**src/rtl/iris_axil_pkg.sv**
```systemverilog
// Shared types and constants for the iris AXI-Lite initiator and its response FIFO.
package iris_axil_pkg;

    localparam logic [1:0] RESP_OKAY   = 2'b00;
    localparam logic [1:0] RESP_SLVERR = 2'b10;

    localparam int RSP_DATA_W = 24;

    typedef enum logic [1:0] {
        S_IDLE,
        S_WR,
        S_RD
    } state_e;

    typedef struct packed {
        logic                  write;
        logic [RSP_DATA_W-1:0] rdata;
        logic                  err;
    } rsp_entry_t;

endpackage

```
**src/rtl/iris_rsp_fifo.sv**
```systemverilog
// First-word-fall-through FIFO holding completions until the pipeline consumes them.
module iris_rsp_fifo #(
    parameter int DEPTH = 2,
    parameter int WIDTH = 26
) (
    input  logic                       clk,
    input  logic                       rst_n,
    input  logic                       push_i,
    input  logic [WIDTH-1:0]           data_i,
    input  logic                       pop_i,
    output logic [WIDTH-1:0]           data_o,
    output logic [$clog2(DEPTH):0]     count_o,
    output logic                       full_o,
    output logic                       empty_o
);

    // DEPTH must be a power of two (>= 2) so the pointers wrap naturally.
    localparam int PW = (DEPTH > 1) ? $clog2(DEPTH) : 1;
    localparam int CW = $clog2(DEPTH) + 1;

    logic [WIDTH-1:0] mem_q [DEPTH];
    logic [PW-1:0]    wr_ptr_q, wr_ptr_d;
    logic [PW-1:0]    rd_ptr_q, rd_ptr_d;
    logic [CW-1:0]    count_q, count_d;
    logic             do_push, do_pop;

    assign full_o  = (count_q == CW'(DEPTH));
    assign empty_o = (count_q == '0);
    assign do_push = push_i && !full_o;
    assign do_pop  = pop_i && !empty_o;
    assign data_o  = mem_q[rd_ptr_q];
    assign count_o = count_q;

    always_comb begin
        wr_ptr_d = wr_ptr_q;
        rd_ptr_d = rd_ptr_q;
        count_d  = count_q;
        if (do_push) wr_ptr_d = wr_ptr_q + PW'(1);
        if (do_pop)  rd_ptr_d = rd_ptr_q + PW'(1);
        case ({do_push, do_pop})
            2'b10:   count_d = count_q + CW'(1);
            2'b01:   count_d = count_q - CW'(1);
            default: count_d = count_q;
        endcase
    end

    always_ff @(posedge clk) begin
        if (do_push) mem_q[wr_ptr_q] <= data_i;
    end

    always_ff @(posedge clk or negedge rst_n) begin
        if (!rst_n) begin
            wr_ptr_q <= '0;
            rd_ptr_q <= '0;
            count_q  <= '0;
        end else begin
            wr_ptr_q <= wr_ptr_d;
            rd_ptr_q <= rd_ptr_d;
            count_q  <= count_d;
        end
    end

endmodule

```
**src/rtl/iris_axil_master.sv**
```systemverilog
// Single-beat AXI-Lite initiator: in-order command stream in, in-order completions out,
// up to MAX_OUT transactions outstanding in one direction at a time.
module iris_axil_master
    import iris_axil_pkg::*;
#(
    parameter int DATA_WIDTH = RSP_DATA_W,
    parameter int ADDR_WIDTH = 16,
    parameter int MAX_OUT    = 2,
    parameter int RSP_DEPTH  = 2
) (
    input  logic                  clk,
    input  logic                  rst_n,
    input  logic                  cmd_valid_i,
    output logic                  cmd_ready_o,
    input  logic                  cmd_write_i,
    input  logic [ADDR_WIDTH-1:0] cmd_addr_i,
    input  logic [DATA_WIDTH-1:0] cmd_wdata_i,
    input  logic [3:0]            cmd_wstrb_i,
    output logic                  rsp_valid_o,
    input  logic                  rsp_ready_i,
    output logic                  rsp_write_o,
    output logic [DATA_WIDTH-1:0] rsp_rdata_o,
    output logic                  rsp_err_o,
    output logic                  axi_awvalid_o,
    input  logic                  axi_awready_i,
    output logic [ADDR_WIDTH-1:0] axi_awaddr_o,
    output logic                  axi_wvalid_o,
    input  logic                  axi_wready_i,
    output logic [DATA_WIDTH-1:0] axi_wdata_o,
    output logic [3:0]            axi_wstrb_o,
    output logic                  axi_wlast_o,
    input  logic                  axi_bvalid_i,
    output logic                  axi_bready_o,
    input  logic [1:0]            axi_bresp_i,
    output logic                  axi_arvalid_o,
    input  logic                  axi_arready_i,
    output logic [ADDR_WIDTH-1:0] axi_araddr_o,
    input  logic                  axi_rvalid_i,
    output logic                  axi_rready_o,
    input  logic [DATA_WIDTH-1:0] axi_rdata_i,
    input  logic [1:0]            axi_rresp_i,
    input  logic                  axi_rlast_i
);

    localparam int FC_W = $clog2(RSP_DEPTH) + 1;

    state_e                state_q, state_d;
    logic                  awvalid_q, awvalid_d;
    logic                  wvalid_q, wvalid_d;
    logic                  wlast_q, wlast_d;
    logic                  arvalid_q, arvalid_d;
    logic [ADDR_WIDTH-1:0] awaddr_q, awaddr_d;
    logic [ADDR_WIDTH-1:0] araddr_q, araddr_d;
    logic [DATA_WIDTH-1:0] wdata_q, wdata_d;
    logic [3:0]            wstrb_q, wstrb_d;
    logic [1:0]            out_cnt_q, out_cnt_d;
    logic                  dir_q, dir_d;
    logic                  bready_q, bready_d;
    logic                  rready_q, rready_d;

    logic                  cmd_accept, b_hs, r_hs, push, pop;
    logic [FC_W-1:0]       fifo_cnt, fifo_cnt_next;
    logic                  fifo_full, fifo_empty;
    rsp_entry_t            push_entry, head_entry;

    // Direction may only change once every outstanding beat has completed, keeping completions in order.
    assign cmd_ready_o = rst_n && (state_q == S_IDLE) && (out_cnt_q < 2'(MAX_OUT))
                         && ((out_cnt_q == 2'd0) || (cmd_write_i == dir_q));
    assign cmd_accept  = cmd_valid_i && cmd_ready_o;
    assign b_hs        = axi_bvalid_i && bready_q;
    assign r_hs        = axi_rvalid_i && rready_q;
    assign push        = b_hs || r_hs;
    assign pop         = rsp_valid_o && rsp_ready_i;

    always_comb begin
        push_entry = '0;
        if (b_hs) begin
            push_entry.write = 1'b1;
            push_entry.err   = (axi_bresp_i != RESP_OKAY);
        end else begin
            push_entry.rdata = axi_rdata_i;
            push_entry.err   = (axi_rresp_i != RESP_OKAY) || !axi_rlast_i;
        end
    end

    always_comb begin
        state_d   = state_q;
        awvalid_d = awvalid_q;
        wvalid_d  = wvalid_q;
        wlast_d   = wlast_q;
        arvalid_d = arvalid_q;
        awaddr_d  = awaddr_q;
        araddr_d  = araddr_q;
        wdata_d   = wdata_q;
        wstrb_d   = wstrb_q;
        dir_d     = dir_q;
        case (state_q)
            S_IDLE: begin
                if (cmd_accept) begin
                    dir_d = cmd_write_i;
                    if (cmd_write_i) begin
                        state_d   = S_WR;
                        awvalid_d = 1'b1;
                        wvalid_d  = 1'b1;
                        wlast_d   = 1'b1;
                        awaddr_d  = cmd_addr_i;
                        wdata_d   = cmd_wdata_i;
                        wstrb_d   = cmd_wstrb_i;
                    end else begin
                        state_d   = S_RD;
                        arvalid_d = 1'b1;
                        araddr_d  = cmd_addr_i;
                    end
                end
            end
            S_WR: begin
                // AW and W retire independently; leave once both are gone.
                if (axi_awready_i) awvalid_d = 1'b0;
                if (axi_wready_i) begin
                    wvalid_d = 1'b0;
                    wlast_d  = 1'b0;
                end
                if (!awvalid_d && !wvalid_d) state_d = S_IDLE;
            end
            S_RD: begin
                if (axi_arready_i) begin
                    arvalid_d = 1'b0;
                    state_d   = S_IDLE;
                end
            end
            default: state_d = S_IDLE;
        endcase
    end

    always_comb begin
        case ({cmd_accept, push})
            2'b10:   out_cnt_d = out_cnt_q + 2'd1;
            2'b01:   out_cnt_d = out_cnt_q - 2'd1;
            default: out_cnt_d = out_cnt_q;
        endcase
        fifo_cnt_next = fifo_cnt + FC_W'(push) - FC_W'(pop);
        // Ready comes from the next-cycle FIFO level, so a full FIFO never sees a push.
        bready_d = dir_d && (fifo_cnt_next < FC_W'(RSP_DEPTH)) && (out_cnt_d != 2'd0);
        rready_d = !dir_d && (fifo_cnt_next < FC_W'(RSP_DEPTH)) && (out_cnt_d != 2'd0);
    end

    always_ff @(posedge clk or negedge rst_n) begin
        if (!rst_n) begin
            state_q   <= S_IDLE;
            awvalid_q <= 1'b0;
            wvalid_q  <= 1'b0;
            wlast_q   <= 1'b0;
            arvalid_q <= 1'b0;
            awaddr_q  <= '0;
            araddr_q  <= '0;
            wdata_q   <= '0;
            wstrb_q   <= '0;
            out_cnt_q <= '0;
            dir_q     <= 1'b0;
            bready_q  <= 1'b0;
            rready_q  <= 1'b0;
        end else begin
            state_q   <= state_d;
            awvalid_q <= awvalid_d;
            wvalid_q  <= wvalid_d;
            wlast_q   <= wlast_d;
            arvalid_q <= arvalid_d;
            awaddr_q  <= awaddr_d;
            araddr_q  <= araddr_d;
            wdata_q   <= wdata_d;
            wstrb_q   <= wstrb_d;
            out_cnt_q <= out_cnt_d;
            dir_q     <= dir_d;
            bready_q  <= bready_d;
            rready_q  <= rready_d;
        end
    end

    iris_rsp_fifo #(
        .DEPTH (RSP_DEPTH),
        .WIDTH ($bits(rsp_entry_t))
    ) u_fifo (
        .clk     (clk),
        .rst_n   (rst_n),
        .push_i  (push),
        .data_i  (push_entry),
        .pop_i   (pop),
        .data_o  (head_entry),
        .count_o (fifo_cnt),
        .full_o  (fifo_full),
        .empty_o (fifo_empty)
    );

    assign rsp_valid_o   = !fifo_empty;
    assign rsp_write_o   = head_entry.write;
    assign rsp_rdata_o   = head_entry.rdata;
    assign rsp_err_o     = head_entry.err;

    assign axi_awvalid_o = awvalid_q;
    assign axi_awaddr_o  = awaddr_q;
    assign axi_wvalid_o  = wvalid_q;
    assign axi_wdata_o   = wdata_q;
    assign axi_wstrb_o   = wstrb_q;
    assign axi_wlast_o   = wlast_q;
    assign axi_bready_o  = bready_q && !fifo_full;
    assign axi_arvalid_o = arvalid_q;
    assign axi_araddr_o  = araddr_q;
    assign axi_rready_o  = rready_q && !fifo_full;

endmodule

```
**config.mk**
```make
export PLATFORM = sky130hd
export DESIGN_NAME = iris_axil_master
export DESIGN_NICKNAME = d
export VERILOG_FILES = /design/src/rtl/iris_axil_pkg.sv /design/src/rtl/iris_rsp_fifo.sv /design/src/rtl/iris_axil_master.sv
export SDC_FILE = /design/constraint.sdc
export NUM_CORES = 1
export LEC_CHECK = 0
export CELL_PAD_IN_SITES_DETAIL_PLACEMENT = 1
export CELL_PAD_IN_SITES_GLOBAL_PLACEMENT = 1
export CORE_MARGIN = 2
export CORE_UTILIZATION = 39
export CTS_CLUSTER_DIAMETER = 50
export DETAILED_ROUTE_END_ITERATION = 12
export GPL_ROUTABILITY_DRIVEN = 0
export HOLD_SLACK_MARGIN = 0.06
export MAX_ROUTING_LAYER = met4
export PLACE_DENSITY = 0.89
export SKIP_CTS_REPAIR_TIMING = 1
export SLEW_MARGIN = 20
export SYNTH_ARGS = -nofsm -noshare
export SYNTH_HDL_FRONTEND = slang
export SYNTH_SLANG_ARGS = --single-unit
```
**constraint.sdc**
```tcl
create_clock -name clk -period 5.4 [get_ports clk]
set_clock_uncertainty 0.05 [all_clocks]
set_input_delay 1.08 -clock clk [delete_from_list [all_inputs] [get_ports clk]]
set_output_delay 1.08 -clock clk [all_outputs]
set_load 0.05 [all_outputs]
```
==> results.toml, run 1 <==
[clocking]
htreeDepth = 4
tritoncts = "done"
clockBufferDepth = 2
cts.clk_slew.worst_paths_ps = 50
cts_root_buffer = "clkbuf_16"
worstSkewPairLatency_ps = 420
cts_buffers = 17
numClockSinks = 127

[power]
vdd_drop_max_mv = 0.417
power_density_mw_per_mm2 = 697
p_leak_uw = 0.00308
total_power_uw = 5350

[setup_path]
worstReg2RegStart = "state_q[0]$_DFFE_PN0P_"
crit_type = "primary input to output pin"
startpoint_type = "primary input"
cp_max_fo = 4
crit-reg2reg-capture = "axi_wdata_o[3]$_DFFE_PN0P_"
cp-end-kind = "output pin"
reg2reg_depth = 4
crit_required_ps = 4270
rrSetupSlack_ps = 2870
arrival_ps = 2850

[logic_synthesis]
synth_compound_area_share_pct = 1.78
synth_top_cell_area_share_pct = 36.5
synth_seq_area_share_pct = 66.9
synth-xor-area-share_pct = 1.88
synth_top_family_by_area = "multiplexers"
syn_avg_cell_area_um2 = 16.2
synthSimpleGateAreaFrac_pct = 6.48
synthesis.nets = 404
synth_cell_types = 33
synth-adder-area-share_pct = 0.731
synth_area_leaders = "dfrtp_1 (37%), edfxtp_1 (30%), mux2_2 (15%)"
yosys.area.top_type = "dfrtp_1"
ys_seq_elements = 127
synth_warnings = 0
synthMuxAreaShare_pct = 20.3
synthCells = 318
synthesis.area_mm2 = 0.00514

[global_routing]
grt_use_met2_pct = 35.0
busiest_layer = "met2"
grt_pass1_wl_mm = 21.9
grt.total_usage_pct = 21.3
grtUsageMet1_pct = 23.3
met3_usage_pct = 8.83
grt_max_degree = 76
antenna_found_initial = 0
grt-ovfl-total = 0
grt_pass1_vias = 3945

[route]
routedWlPerCell_um = 19.9
ant_nets = 0
via_count = 3344
drtPass1Iterations = 4
drtIter0Drc = 89
avgViaCountPerCell = 4.85
drt-total-wl_mm = 13.7
drc = 0

[timing]
max_freq_mhz = 251
whs_ps = 457
tns_ps = 0
setup-violations-final = 0
tightestPinTransition_ps = 938
rsz0062_at_grt = "false"
finalHoldViolCount = 0
post-route-period-util_pct = 73.7
slew_headroom_pct = 37.5
period_needed_ps = 3980
slew_violations = 0

[die]
die_area_mm2 = 0.0141
dieHeight_um = 119
initial_core_util_pct = 40.4
coreArea_mm2 = 0.0127
ios = 177
die_width_um = 119
rows = 41

[run]
drv_cap = 0

[placement]
post-dp-hpwl_mm = 9.29
port_buffers = 176

[final_layout]
diodes = 0
syn_to_final_growth_pct = 49.2
most-common-layout-cells = "clkdlybuf4s50_1 (175), dfrtp_1 (74), mux2_2 (70)"
final_nets = 591
num-fill-cells = 1222
drive_gt1_share_pct = 24.7
final_common_cell = "clkdlybuf4s50_1"
fin_util_pct = 60.3

[hold_path]
hold_start = "axi_awaddr_o[4]$_DFFE_PN0P_"
hold_class = "flip-flop to flip-flop"
hold-path-endpoint = "axi_awaddr_o[4]$_DFFE_PN0P_"
holdPathStages = 1

[outcome]
outcome = "finished, final reports clean"
worst max-delay path, stage by stage:
cell and delay, ps:
clkdlybuf4s50_1 510, xor2_1 210, nand2_1 100, and2_1 140, clkdlybuf4s50_1 800
registers in the layout (all words and copies together), names as in the netlist, 2 cells and up:
name            flops
axi_araddr_o       16
axi_awaddr_o       16
axi_wdata_o        24
axi_wstrb_o         4
out_cnt_q           2
state_q             2
u_fifo.count_o      2
u_fifo.mem_q       52
worst max-delay path by stage:
stage	start	slack [ps]	endpoint	cells past startpoint
after floorplan	axi_bvalid_i	2450	u_fifo.mem_q[0][0]$_DFFE_PP_	3
after global placement	cmd_write_i	1480	cmd_ready_o	5
after detailed placement	cmd_write_i	1460	cmd_ready_o	5
after CTS	cmd_write_i	1430	cmd_ready_o	5
after global routing	cmd_write_i	1360	cmd_ready_o	5
final	cmd_write_i	1420	cmd_ready_o	5
report_power, final:
part | switching, µW | internal (µW) | leakage, µW
Sequential | 249 | 1360 | 0.00138
Clock | 422 | 674 | 0.000263
Combinational | 1640 | 992 | 0.00143
Total | 2320 | 3030 | 0.00308
routing by layer:
metal,wire [µm],part of all wire (%)
met5,0,0
met4,195,1.4
met3,1200,8.8
met2,6900,50
met1,5450,40
Yosys cell counts:
library cell	n
nor2_1	4
o22ai_1	1
a21oi_1	5
buf_2	3
clkbuf_1	4
a22o_1	1
edfxtp_1	52
nor4b_4	1
buf_1	2
mux2_2	70
o21ai_0	3
nor3b_1	1
nor3_1	1
nand3_2	1
nand3b_1	1
inv_1	8
buf_4	1
or2_2	1
buf_6	2
nand2_1	8
nand3_1	3
a31oi_1	2
xor2_1	5
a21boi_0	2
dfrtp_1	75
nor2b_1	2
nand2b_1	3
xnor2_1	6
mux2_4	17
o2111ai_1	1
ha_1	3
and2_1	28
and3_1	1
metrics by stage:
| step | setup WS (ps) | cells | instance area, µm² |
|---|---|---|---|
| after detailed placement | 1460 | 658 | 7090 |
| final | 1420 | 690 | 7670 |
| after global routing | 1360 | 690 | 7670 |
| after global placement | 1480 | 658 | 7090 |
| after CTS | 1430 | 690 | 7660 |
| after floorplan | 2450 | 318 | 5140 |
area by class of cell:
| class | count | area [µm²] | area share [%] |
|---|---|---|---|
| clock inverters | 15 | 145 | 1.89 |
| clock buffers | 17 | 425 | 5.55 |
| well taps | 172 | 215 | 2.81 |
| repair buffers | 180 | 1790 | 23.3 |
| flip-flops and latches | 127 | 3440 | 44.9 |
| inverters | 8 | 30.0 | 0.392 |
| multi-input cells | 171 | 1620 | 21.2 |
kinds of logic after synthesis:
family / count (synthesis)
adder cells (fa/ha/maj): 3
AND/OR/NAND/NOR: 55
multiplexers: 87
buffers and inverters: 20
flip-flops: 127
XOR/XNOR: 11
AO/OA/AOI/OAI: 15
Note: power is estimated with default switching activity, not from simulation.
==> inputs of run 2 (changes only) <==
CORE_UTILIZATION = 36   (was 39)
PLACE_DENSITY = 0.83   (was 0.89)
clock period = 4.1 ns   (was 5.4 ns; I/O delays follow)
==> run 2 against run 1 <==
Combinational power increased by 33%. Utilization fell by 5.3 points. First-iteration DRC count up 21%. Sequential cell count stayed put. Routed wire length shrank 6.9%. Cell count is 1.3% higher. Register-to-register slack got worse by 1200 ps. Total power up 30%. Sequential power is 29% higher. Via count decreased by 0.99%. Die area increased by 8.0%. Global-route usage decreased by 3.2 points. Largest power group unchanged.
==> results.toml, run 2 (synthesis results as in run 1) <==
[outcome]
outcome = "finished, final reports clean"

[clocking]
cts_buffers = 17
cts_root_buffer = "clkbuf_16"
numClockSinks = 127
tritoncts = "done"
cts.clk_slew.worst_paths_ps = 50
htreeDepth = 4
clockBufferDepth = 2
worstSkewPairLatency_ps = 410

[final_layout]
diodes = 0
largest_register_ffs = 52
final_nets = 592
top_register = "u_fifo.mem_q"
drive_gt1_share_pct = 24.3
most-common-layout-cells = "clkdlybuf4s50_1 (174), dfrtp_1 (75), mux2_2 (70)"
syn_to_final_growth_pct = 49.2
final_common_cell = "clkdlybuf4s50_1"
multi_input_area_mm2 = 0.00162
final-seq-area_mm2 = 0.00344
fin_area_mm2 = 0.00766
num-fill-cells = 1332

[global_routing]
met3_usage_pct = 8.81
busiest_layer = "met2"
grt.total_usage_pct = 18.1
grt_use_met2_pct = 28.6
grt-ovfl-total = 0
grtUsageMet1_pct = 20.3
antenna_found_initial = 0
grt_pass1_vias = 3803
grt_max_degree = 76
grt_pass1_wl_mm = 19.9

[placement]
post-dp-hpwl_mm = 8.88
port_buffers = 176
postPlaceCellArea_mm2 = 0.00711

[die]
coreArea_mm2 = 0.0139
die_width_um = 123
die_area_mm2 = 0.0152
initial_core_util_pct = 36.9
ios = 177
rows = 43
dieHeight_um = 123

[route]
via_count = 3311
drt-total-wl_mm = 12.8
routedWlPerCell_um = 18.3
drc = 0
drtIter0Drc = 108
drtPass1Iterations = 4
avgViaCountPerCell = 4.74
ant_nets = 0

[setup_path]
cp_max_fo = 26
crit_required_ps = 3230
cp-end-kind = "output pin"
cp-startpoint = "u_fifo.rd_ptr_q$_DFFE_PN0P_"
crit_type = "flip-flop to output pin"
worstReg2RegStart = "state_q[0]$_DFFE_PN0P_"
startpoint_type = "flip-flop"
arrival_ps = 2240

[timing]
post-route-period-util_pct = 75.7
tns_ps = 0
setup-violations-final = 0
finalHoldViolCount = 0
tightestPinTransition_ps = 943
slew_violations = 0
slew_headroom_pct = 37.1
rsz0062_at_grt = "false"
period_needed_ps = 3110
max_freq_mhz = 322
whs_ps = 427

[run]
drv_cap = 0

[power]
power_density_mw_per_mm2 = 910
p_leak_uw = 0.00309
vdd_drop_max_mv = 0.578

[hold_path]
hold_start = "u_fifo.rd_ptr_q$_DFFE_PN0P_"
hold_class = "flip-flop to flip-flop"
[run 2: cell types whose count changed in the layout (fill, tap and decap cells not counted), sizes merged]
cell / change
clkbuf: +2
clkinv: +3
buf: +2
clkdlybuf4s50: -1
inv: -2
clkinvlp: -3
[run 2: power by group]
part	total, µW	switching, µW	internal (µW)	leakage (µW)
combinational	3500	2190	1310	0.00144
sequential	2070	268	1800	0.00138
clock	1410	529	882	0.000265
total	6980	2990	3990	0.00309
[run 2: worst max-delay path, cell delays in order, from the launching register on]
cell	delay (ps)
dfrtp_1	360
buf_4	340
mux2_2	390
clkdlybuf4s50_1	720
[run 2: through the flow]
stage          cells  utilization [%]  worst slack [ps]  power, µW
2_1_floorplan    318                -              1410       4370
3_3_place_gp     667             51.0              1240       5500
3_5_place_dp     667             51.0              1180       5590
4_1_cts          699             55.0               961       7050
5_1_grt          699             55.0               914       7290
6_report         699             55.0               995       6980
[run 2: final timing paths]
kind                                           endpoint  slack [ps]  depth (start not counted)
setup / recovery                        rsp_rdata_o[14]         990                          3
hold / removal              u_fifo.rd_ptr_q$_DFFE_PN0P_         430                          1
setup reg to reg             axi_wdata_o[8]$_DFFE_PN0P_        1630                          4
hold reg to reg             u_fifo.rd_ptr_q$_DFFE_PN0P_         430                          1
max in group asynchronous    axi_wdata_o[6]$_DFFE_PN0P_        2770                          2
min in group asynchronous  axi_araddr_o[13]$_DFFE_PN0P_         630                          2
[run 2: final cells by class]
type                            count  area share (%)
Multi-Input combinational cell    171            21.2
Clock inverter                     13            1.60
Inverter                            8           0.392
Tap cell                          180            2.94
Timing Repair Buffer              181            23.4
Sequential cell                   127            44.9
Clock buffer                       19            5.65
[run 2: metal layers]
layer,vias up,part of all wire [%]
met2,144,48
met1,1640,40
met5,-,0
met4,0,1.1
li1,1511,-
met3,16,11
